File: src/rtl/approx_mult_err_monitor.sv
// approx_mult_err_monitor: accuracy monitor for an approximate W x W multiplier.
// Accepts (a, b, approx product) samples and computes the error distance of each one.
// Over a run of 2^N_LOG2 samples it accumulates the error count, the sum of error
// distances, and the maximum error distance together with the operands that produced it.
module approx_mult_err_monitor #(
    parameter int unsigned W      = 8,
    parameter int unsigned N_LOG2 = 8,
    parameter int unsigned ACC_W  = 2*W + N_LOG2
) (
    input  logic                clk,
    input  logic                rst,
    input  logic                start,
    input  logic                in_valid,
    output logic                in_ready,
    input  logic [W-1:0]        in_a,
    input  logic [W-1:0]        in_b,
    input  logic [2*W-1:0]      in_prod,
    output logic                busy,
    output logic                done,
    output logic [N_LOG2:0]     err_count,
    output logic [ACC_W-1:0]    sum_ed,
    output logic [2*W-1:0]      max_ed,
    output logic [W-1:0]        max_a,
    output logic [W-1:0]        max_b
);

    localparam int unsigned PW      = 2*W;
    localparam int unsigned CNT_W   = N_LOG2 + 1;
    localparam int unsigned RUN_LEN = 2**N_LOG2;

    typedef enum logic [1:0] {
        S_IDLE  = 2'd0,
        S_RUN   = 2'd1,
        S_DRAIN = 2'd2,
        S_DONE  = 2'd3
    } state_t;

    state_t             r_state;
    logic               r_in_ready;
    logic               r_busy;
    logic               r_done;
    logic [CNT_W-1:0]   r_accepted;
    logic [CNT_W-1:0]   r_err_count;
    logic [ACC_W-1:0]   r_sum_ed;
    logic [PW-1:0]      r_max_ed;
    logic [W-1:0]       r_max_a;
    logic [W-1:0]       r_max_b;

    // Stage 1: captured sample
    logic               r_s1_valid;
    logic [W-1:0]       r_s1_a;
    logic [W-1:0]       r_s1_b;
    logic [PW-1:0]      r_s1_prod;

    // Stage 2: error distance and its operands
    logic               r_s2_valid;
    logic [PW-1:0]      r_s2_ed;
    logic [W-1:0]       r_s2_a;
    logic [W-1:0]       r_s2_b;

    logic               w_accept;
    logic               w_last_accept;
    logic               w_start_run;
    logic [PW-1:0]      w_exact;
    logic [PW-1:0]      w_ed;
    logic               w_ed_nz;

    assign w_accept      = in_valid & r_in_ready;
    assign w_last_accept = w_accept && (r_accepted == CNT_W'(RUN_LEN - 1));
    assign w_start_run   = start && ((r_state == S_IDLE) || (r_state == S_DONE));
    assign w_exact       = PW'(r_s1_a) * PW'(r_s1_b);
    assign w_ed          = (w_exact >= r_s1_prod) ? (w_exact - r_s1_prod) : (r_s1_prod - w_exact);
    assign w_ed_nz       = |r_s2_ed;

    assign in_ready  = r_in_ready;
    assign busy      = r_busy;
    assign done      = r_done;
    assign err_count = r_err_count;
    assign sum_ed    = r_sum_ed;
    assign max_ed    = r_max_ed;
    assign max_a     = r_max_a;
    assign max_b     = r_max_b;

    // Two-stage datapath: capture on accept, then compute the error distance
    always_ff @(posedge clk) begin
        if (rst) begin
            r_s1_valid <= 1'b0;
            r_s1_a     <= '0;
            r_s1_b     <= '0;
            r_s1_prod  <= '0;
            r_s2_valid <= 1'b0;
            r_s2_ed    <= '0;
            r_s2_a     <= '0;
            r_s2_b     <= '0;
        end else begin
            r_s1_valid <= w_accept;
            if (w_accept) begin
                r_s1_a    <= in_a;
                r_s1_b    <= in_b;
                r_s1_prod <= in_prod;
            end
            r_s2_valid <= r_s1_valid;
            if (r_s1_valid) begin
                r_s2_ed <= w_ed;
                r_s2_a  <= r_s1_a;
                r_s2_b  <= r_s1_b;
            end
        end
    end

    // Run control FSM and stage-3 accumulation; a new run's clear overrides accumulation
    always_ff @(posedge clk) begin
        if (rst) begin
            r_state     <= S_IDLE;
            r_in_ready  <= 1'b0;
            r_busy      <= 1'b0;
            r_done      <= 1'b0;
            r_accepted  <= '0;
            r_err_count <= '0;
            r_sum_ed    <= '0;
            r_max_ed    <= '0;
            r_max_a     <= '0;
            r_max_b     <= '0;
        end else begin
            if (r_s2_valid) begin
                r_err_count <= r_err_count + CNT_W'(w_ed_nz);
                r_sum_ed    <= r_sum_ed + ACC_W'(r_s2_ed);
                if (r_s2_ed > r_max_ed) begin
                    r_max_ed <= r_s2_ed;
                    r_max_a  <= r_s2_a;
                    r_max_b  <= r_s2_b;
                end
            end

            case (r_state)
                S_IDLE, S_DONE: begin
                    if (w_start_run) begin
                        r_state     <= S_RUN;
                        r_in_ready  <= 1'b1;
                        r_busy      <= 1'b1;
                        r_done      <= 1'b0;
                        r_accepted  <= '0;
                        r_err_count <= '0;
                        r_sum_ed    <= '0;
                        r_max_ed    <= '0;
                        r_max_a     <= '0;
                        r_max_b     <= '0;
                    end
                end
                S_RUN: begin
                    if (w_accept) begin
                        r_accepted <= r_accepted + CNT_W'(1);
                    end
                    if (w_last_accept) begin
                        r_state    <= S_DRAIN;
                        r_in_ready <= 1'b0;
                    end
                end
                S_DRAIN: begin
                    // Last sample is in stage 2 with nothing behind it: it accumulates this edge
                    if (r_s2_valid && !r_s1_valid) begin
                        r_state <= S_DONE;
                        r_busy  <= 1'b0;
                        r_done  <= 1'b1;
                    end
                end
                default: begin
                    r_state <= S_IDLE;
                end
            endcase
        end
    end

endmodule

File: config.mk
export PLATFORM = sky130hd
export DESIGN_NAME = approx_mult_err_monitor
export DESIGN_NICKNAME = d
export VERILOG_FILES = /design/src/rtl/approx_mult_err_monitor.sv
export SDC_FILE = /design/constraint.sdc
export NUM_CORES = 1
export LEC_CHECK = 0
export CORE_ASPECT_RATIO = 1.25
export CORE_MARGIN = 4
export CORE_UTILIZATION = 59
export DETAILED_ROUTE_END_ITERATION = 16
export GPL_TIMING_DRIVEN = 0
export PLACE_DENSITY = 0.9
export SLEW_MARGIN = 25
export SYNTH_ARGS = -nofsm -noshare
export SYNTH_HDL_FRONTEND = slang
export SYNTH_SLANG_ARGS = --single-unit
export TNS_END_PERCENT = 1
File: constraint.sdc
create_clock -name clk -period 6.72 [get_ports clk]
set_input_delay 0.672 -clock clk [delete_from_list [all_inputs] [get_ports clk]]
set_output_delay 0.672 -clock clk [all_outputs]
set_load 0.005 [all_outputs]
==> results.sh <==
export IMPL_placement_io_buffers=102
export IMPL_synthesized_net_count=1424
export IMPL_synth_cells=1243
export IMPL_drt_pass1_iter_count=6
export IMPL_globalRoute_totalOverflow=0
export IMPL_timing_final_setup_violations=0
export IMPL_share_seq_of_total_power=0.295
export IMPL_syn_area_per_cell_um2=8.34
export IMPL_cts_root_buf="sky130_fd_sc_hd__clkbuf_16"
export IMPL_max_cap_viol_count=0
export IMPL_int_pwr_w=0.00208
export IMPL_r2r_start="r_s1_a[3]"
export IMPL_synth_adder_area_share=0.203
export IMPL_worst_setup_path_start_kind="register"
export IMPL_cpLargestDelayFamily="adder cells"
export IMPL_max_slew_worst_pin_slew_ns=0.883
export IMPL_slew_viol_final=0
export IMPL_synth_warning_count=0
export IMPL_multi_input_gate_area_in_the_final_layout_um2=6880
export IMPL_cell_type_with_the_highest_occurrence_count_on_the_critical_path="sky130_fd_sc_hd__fa_1"
export IMPL_ys_seq_area_frac=0.280
export IMPL_synth_top_flop_cell="sky130_fd_sc_hd__dfxtp_1"
export IMPL_combPwrFrac=0.414
export IMPL_final_hold_worst_slack_ns=0.469
export IMPL_worst_case_clock_skew_ns=0.0122
export IMPL_leakage_power_nw=5.42
export IMPL_routed_wirelength_mm=28.3
export IMPL_finish_net_count=1541
export IMPL_via_per_inst=5.95
export IMPL_complex_gate_fraction_of_the_synthesized_area=0.159
export IMPL_std_cell_rows=53
export IMPL_remaining_drc_errors=0
export IMPL_cts_reportedPaths_clkPinSlew_ns=0.07
export IMPL_clk_insertion_delay_late_ns=0.43
export IMPL_setup_worst_path_end_class="register"
export IMPL_initial_antenna_violation_count=0
export IMPL_combinational_family_with_the_most_area_after_synthesis="adder cells"
export IMPL_routabilityCongestion=0.951
export IMPL_number_of_flops_mapped_to_enable_cells_by_yosys=0
export IMPL_detail_route_wl_per_cell_um=17.7
export IMPL_globalRouteTotalUtil=0.281
export IMPL_drive_gt1_frac=0.0641
export IMPL_slowest_cell_on_the_critical_path="sky130_fd_sc_hd__fa_1"
export IMPL_cts_htree_levels=4
export IMPL_grt_pass1_wl_mm=45.3
export IMPL_grt_pass1_vias=9503
export IMPL_pin_count_of_the_biggest_net_entering_global_routing=17
export IMPL_period_needed_ns=6.43
export IMPL_synth_async_reset_ratio=0
export IMPL_area_growth_pct=19.4
export IMPL_vdd_drop_max_uv=192
export IMPL_ant_nets=0
export IMPL_worstPathMaxFanout=10
export IMPL_clockPowerShare=0.291
export IMPL_post_synth_and_or_nand_nor_area_fraction=0.193
export IMPL_unrepaired_setup_endpoints_after_global_routing="false"
export IMPL_fillers=1231
export IMPL_finish_instance_area_um2=12400
export IMPL_cp_data_arrival_time_ns=6.77
export IMPL_routed_via_count=9473
export IMPL_cts_inserted_buffers=17
export IMPL_tritoncts="yes"
export IMPL_total_power_w=0.00341
export IMPL_postSynthRegisterBits=145
export IMPL_antennaDiodeCount=0
export IMPL_postCtsHoldBufs=0
export IMPL_regArea_um2=2930
export IMPL_clock_path_buffers=2
export IMPL_die_w_um=127
export IMPL_max_slew_margin_rel=0.411
export IMPL_hold_violations=0
export IMPL_synth_distinct_cells=66
export IMPL_period_share=0.957
export IMPL_design_portCount=104
export IMPL_slowest_delay_ns=0.56
export IMPL_initial_drc_count=809
export IMPL_post_synthesis_instance_area_um2=10400
export IMPL_detailedPlacementHpwl_mm=21.2
export IMPL_worst_path_buf_inv=4
export IMPL_dieArea_um2=19800
export IMPL_worst_setup_path_startpoint="r_s1_a[3]"
export IMPL_die_height_um=156
export IMPL_worst_endpoint_required_ns=7.06
export IMPL_worstHoldStart="r_s1_prod[15]"
export IMPL_timing_hold_worst_class="register to register"
export IMPL_cts_sinks=145
export IMPL_synth_area_in_xor_xnor=0.0355
export IMPL_core_region_area_um2=17000
export IMPL_p_switching_w=0.00133
export IMPL_power_switching_share=0.391
export IMPL_fmax_mhz=155
export IMPL_finish_utilization=0.727
export IMPL_status="finished, final reports clean"
export IMPL_critPathKind="register to register"
export IMPL_placed_cell_area_um2=11700
export IMPL_start_util=0.609
export IMPL_synth_mux_area_frac=0.0657
export IMPL_critical_path_cell_chain="and2_1 -> fa_1 -> fa_1 -> fa_1 -> inv_1 -> fa_1 -> inv_1 -> ha_1 -> or2_2 -> a21oi_2 -> a211oi_1 -> nor3_1 -> xnor2_1 -> ha_1 -> buf_2 -> a21o_1 -> a31oi_2 -> o21ai_2 -> nor3_4 -> buf_4 -> a22oi_1 -> or3_1 -> o311ai_1"
export IMPL_power_per_cell_area_nw_per_um2=275
state kept, by name, summed over array words and instances, names as in the netlist, 2 cells and up:
name and cells:
max_ed 16, max_a 8, r_s2_ed 16, err_count 9, max_b 8, r_s1_b 8
r_state 2, r_s2_b 8, r_s1_prod 16, r_accepted 9, sum_ed 24, r_s1_a 8
r_s2_a 8
metal layers:
layer / wire length, um / GRT usage
met4: 1390 / 0.155
met1: 10800 / 0.317
met2: 14300 / 0.507
met5: 0 / 0
met3: 1810 / 0.0440
tightest hold or removal path, stage by stage, from the launching register on:
cell and delay [ns]:
sky130_fd_sc_hd__dfxtp_1 0.31, sky130_fd_sc_hd__nand2_1 0.05, sky130_fd_sc_hd__a21oi_1 0.06
cell usage in the layout (no fill, tap or decap), types with 4 or more instances in the layout:
cell and n:
sky130_fd_sc_hd__buf_2 9, sky130_fd_sc_hd__inv_1 114, sky130_fd_sc_hd__mux2i_1 66, sky130_fd_sc_hd__xnor2_1 24, sky130_fd_sc_hd__dfxtp_1 132, sky130_fd_sc_hd__nand3_1 26
sky130_fd_sc_hd__xor2_1 18, sky130_fd_sc_hd__a21o_1 23, sky130_fd_sc_hd__clkbuf_1 26, sky130_fd_sc_hd__nor3_1 16, sky130_fd_sc_hd__a21oi_1 100, sky130_fd_sc_hd__dfxtp_2 9
sky130_fd_sc_hd__or4_1 4, sky130_fd_sc_hd__clkdlybuf4s50_1 102, sky130_fd_sc_hd__and2_1 58, sky130_fd_sc_hd__o21ai_0 39, sky130_fd_sc_hd__o21a_1 9, sky130_fd_sc_hd__fa_1 39
sky130_fd_sc_hd__nand2b_1 6, sky130_fd_sc_hd__a311oi_1 4, sky130_fd_sc_hd__buf_1 8, sky130_fd_sc_hd__a211oi_1 21, sky130_fd_sc_hd__and3_1 7, sky130_fd_sc_hd__ha_1 105
sky130_fd_sc_hd__or3_1 16, sky130_fd_sc_hd__nand4_1 16, sky130_fd_sc_hd__dfxtp_4 4, sky130_fd_sc_hd__o21bai_1 9, sky130_fd_sc_hd__clkbuf_16 17, sky130_fd_sc_hd__inv_6 6
sky130_fd_sc_hd__nand2_1 115, sky130_fd_sc_hd__nor4_1 7, sky130_fd_sc_hd__nor2_1 128, sky130_fd_sc_hd__o31ai_1 11
final timing paths:
check	end	slack, ns	cells past startpoint
max	r_s2_ed[12]	0.29	23
min	r_s1_prod[15]	0.47	2
max reg2reg	r_s2_ed[12]	0.29	23
min reg2reg	r_s1_prod[15]	0.47	2
power groups by stage:
stage          Sequential, W  Clock (W)  Combinational (W)
5_1_grt              0.00101    0.00103            0.00151
6_report             0.00100   0.000992            0.00141
3_3_place_gp         0.00100          0            0.00127
4_1_cts             0.000997   0.000993            0.00130
2_1_floorplan       0.000977          0           0.000965
3_5_place_dp         0.00100          0            0.00128
metrics by stage:
stage / TNS [ns] / std cells / setup WS (ns)
after global placement: -0.775 / 1565 / -0.296
final: 0 / 1593 / 0.287
after global routing: 0 / 1593 / 0.0130
after CTS: 0 / 1593 / 0.0115
after floorplan: 0 / 1243 / 0.571
after detailed placement: -1.98 / 1565 / -0.369
cell usage after synthesis, drive strengths merged, types with 8 or more instances:
library cell,instances,area [um2]
dfxtp,145,2900
nor2,129,487
nand2,115,432
inv,114,428
ha,106,1330
a21oi,102,522
mux2i,67,671
and2,58,363
o21ai,42,210
fa,39,781
clkbuf,33,124
nand3,27,135
a211oi,25,200
a21o,25,190
xnor2,24,210
buf,20,109
xor2,18,158
nor3,17,96.4
nand4,16,100
or3,16,100
o31ai,11,82.6
and3,10,73.8
o21a,9,67.6
o21bai,9,67.6
nor4,8,50.1
repair_timing:
action	in CTS	in global routing
endpoints found under the hold margin	0	0
pin swaps	1	2
setup endpoints to repair	14	13
buffers inserted	1	2
resized for setup	9	21
cloned	0	0
logic make-up after synthesis:
logic type	after synthesis
DFF	145
AOI/OAI and AO/OA	257
and+or+nand+nor	419
xor gates and xnor gates	42
muxes	68
buffers and inverters	167
adders and majority gates	145
final cells by class:
cell class / instances / area share
Tap cell: 220 / 0.0222
Sequential cell: 145 / 0.236
Clock buffer: 17 / 0.0343
Multi-Input combinational cell: 931 / 0.555
Buffer: 46 / 0.0167
Inverter: 114 / 0.0345
Clock inverter: 15 / 0.0152
Timing Repair Buffer: 105 / 0.0853
Note: power is estimated with default switching activity, not from simulation.
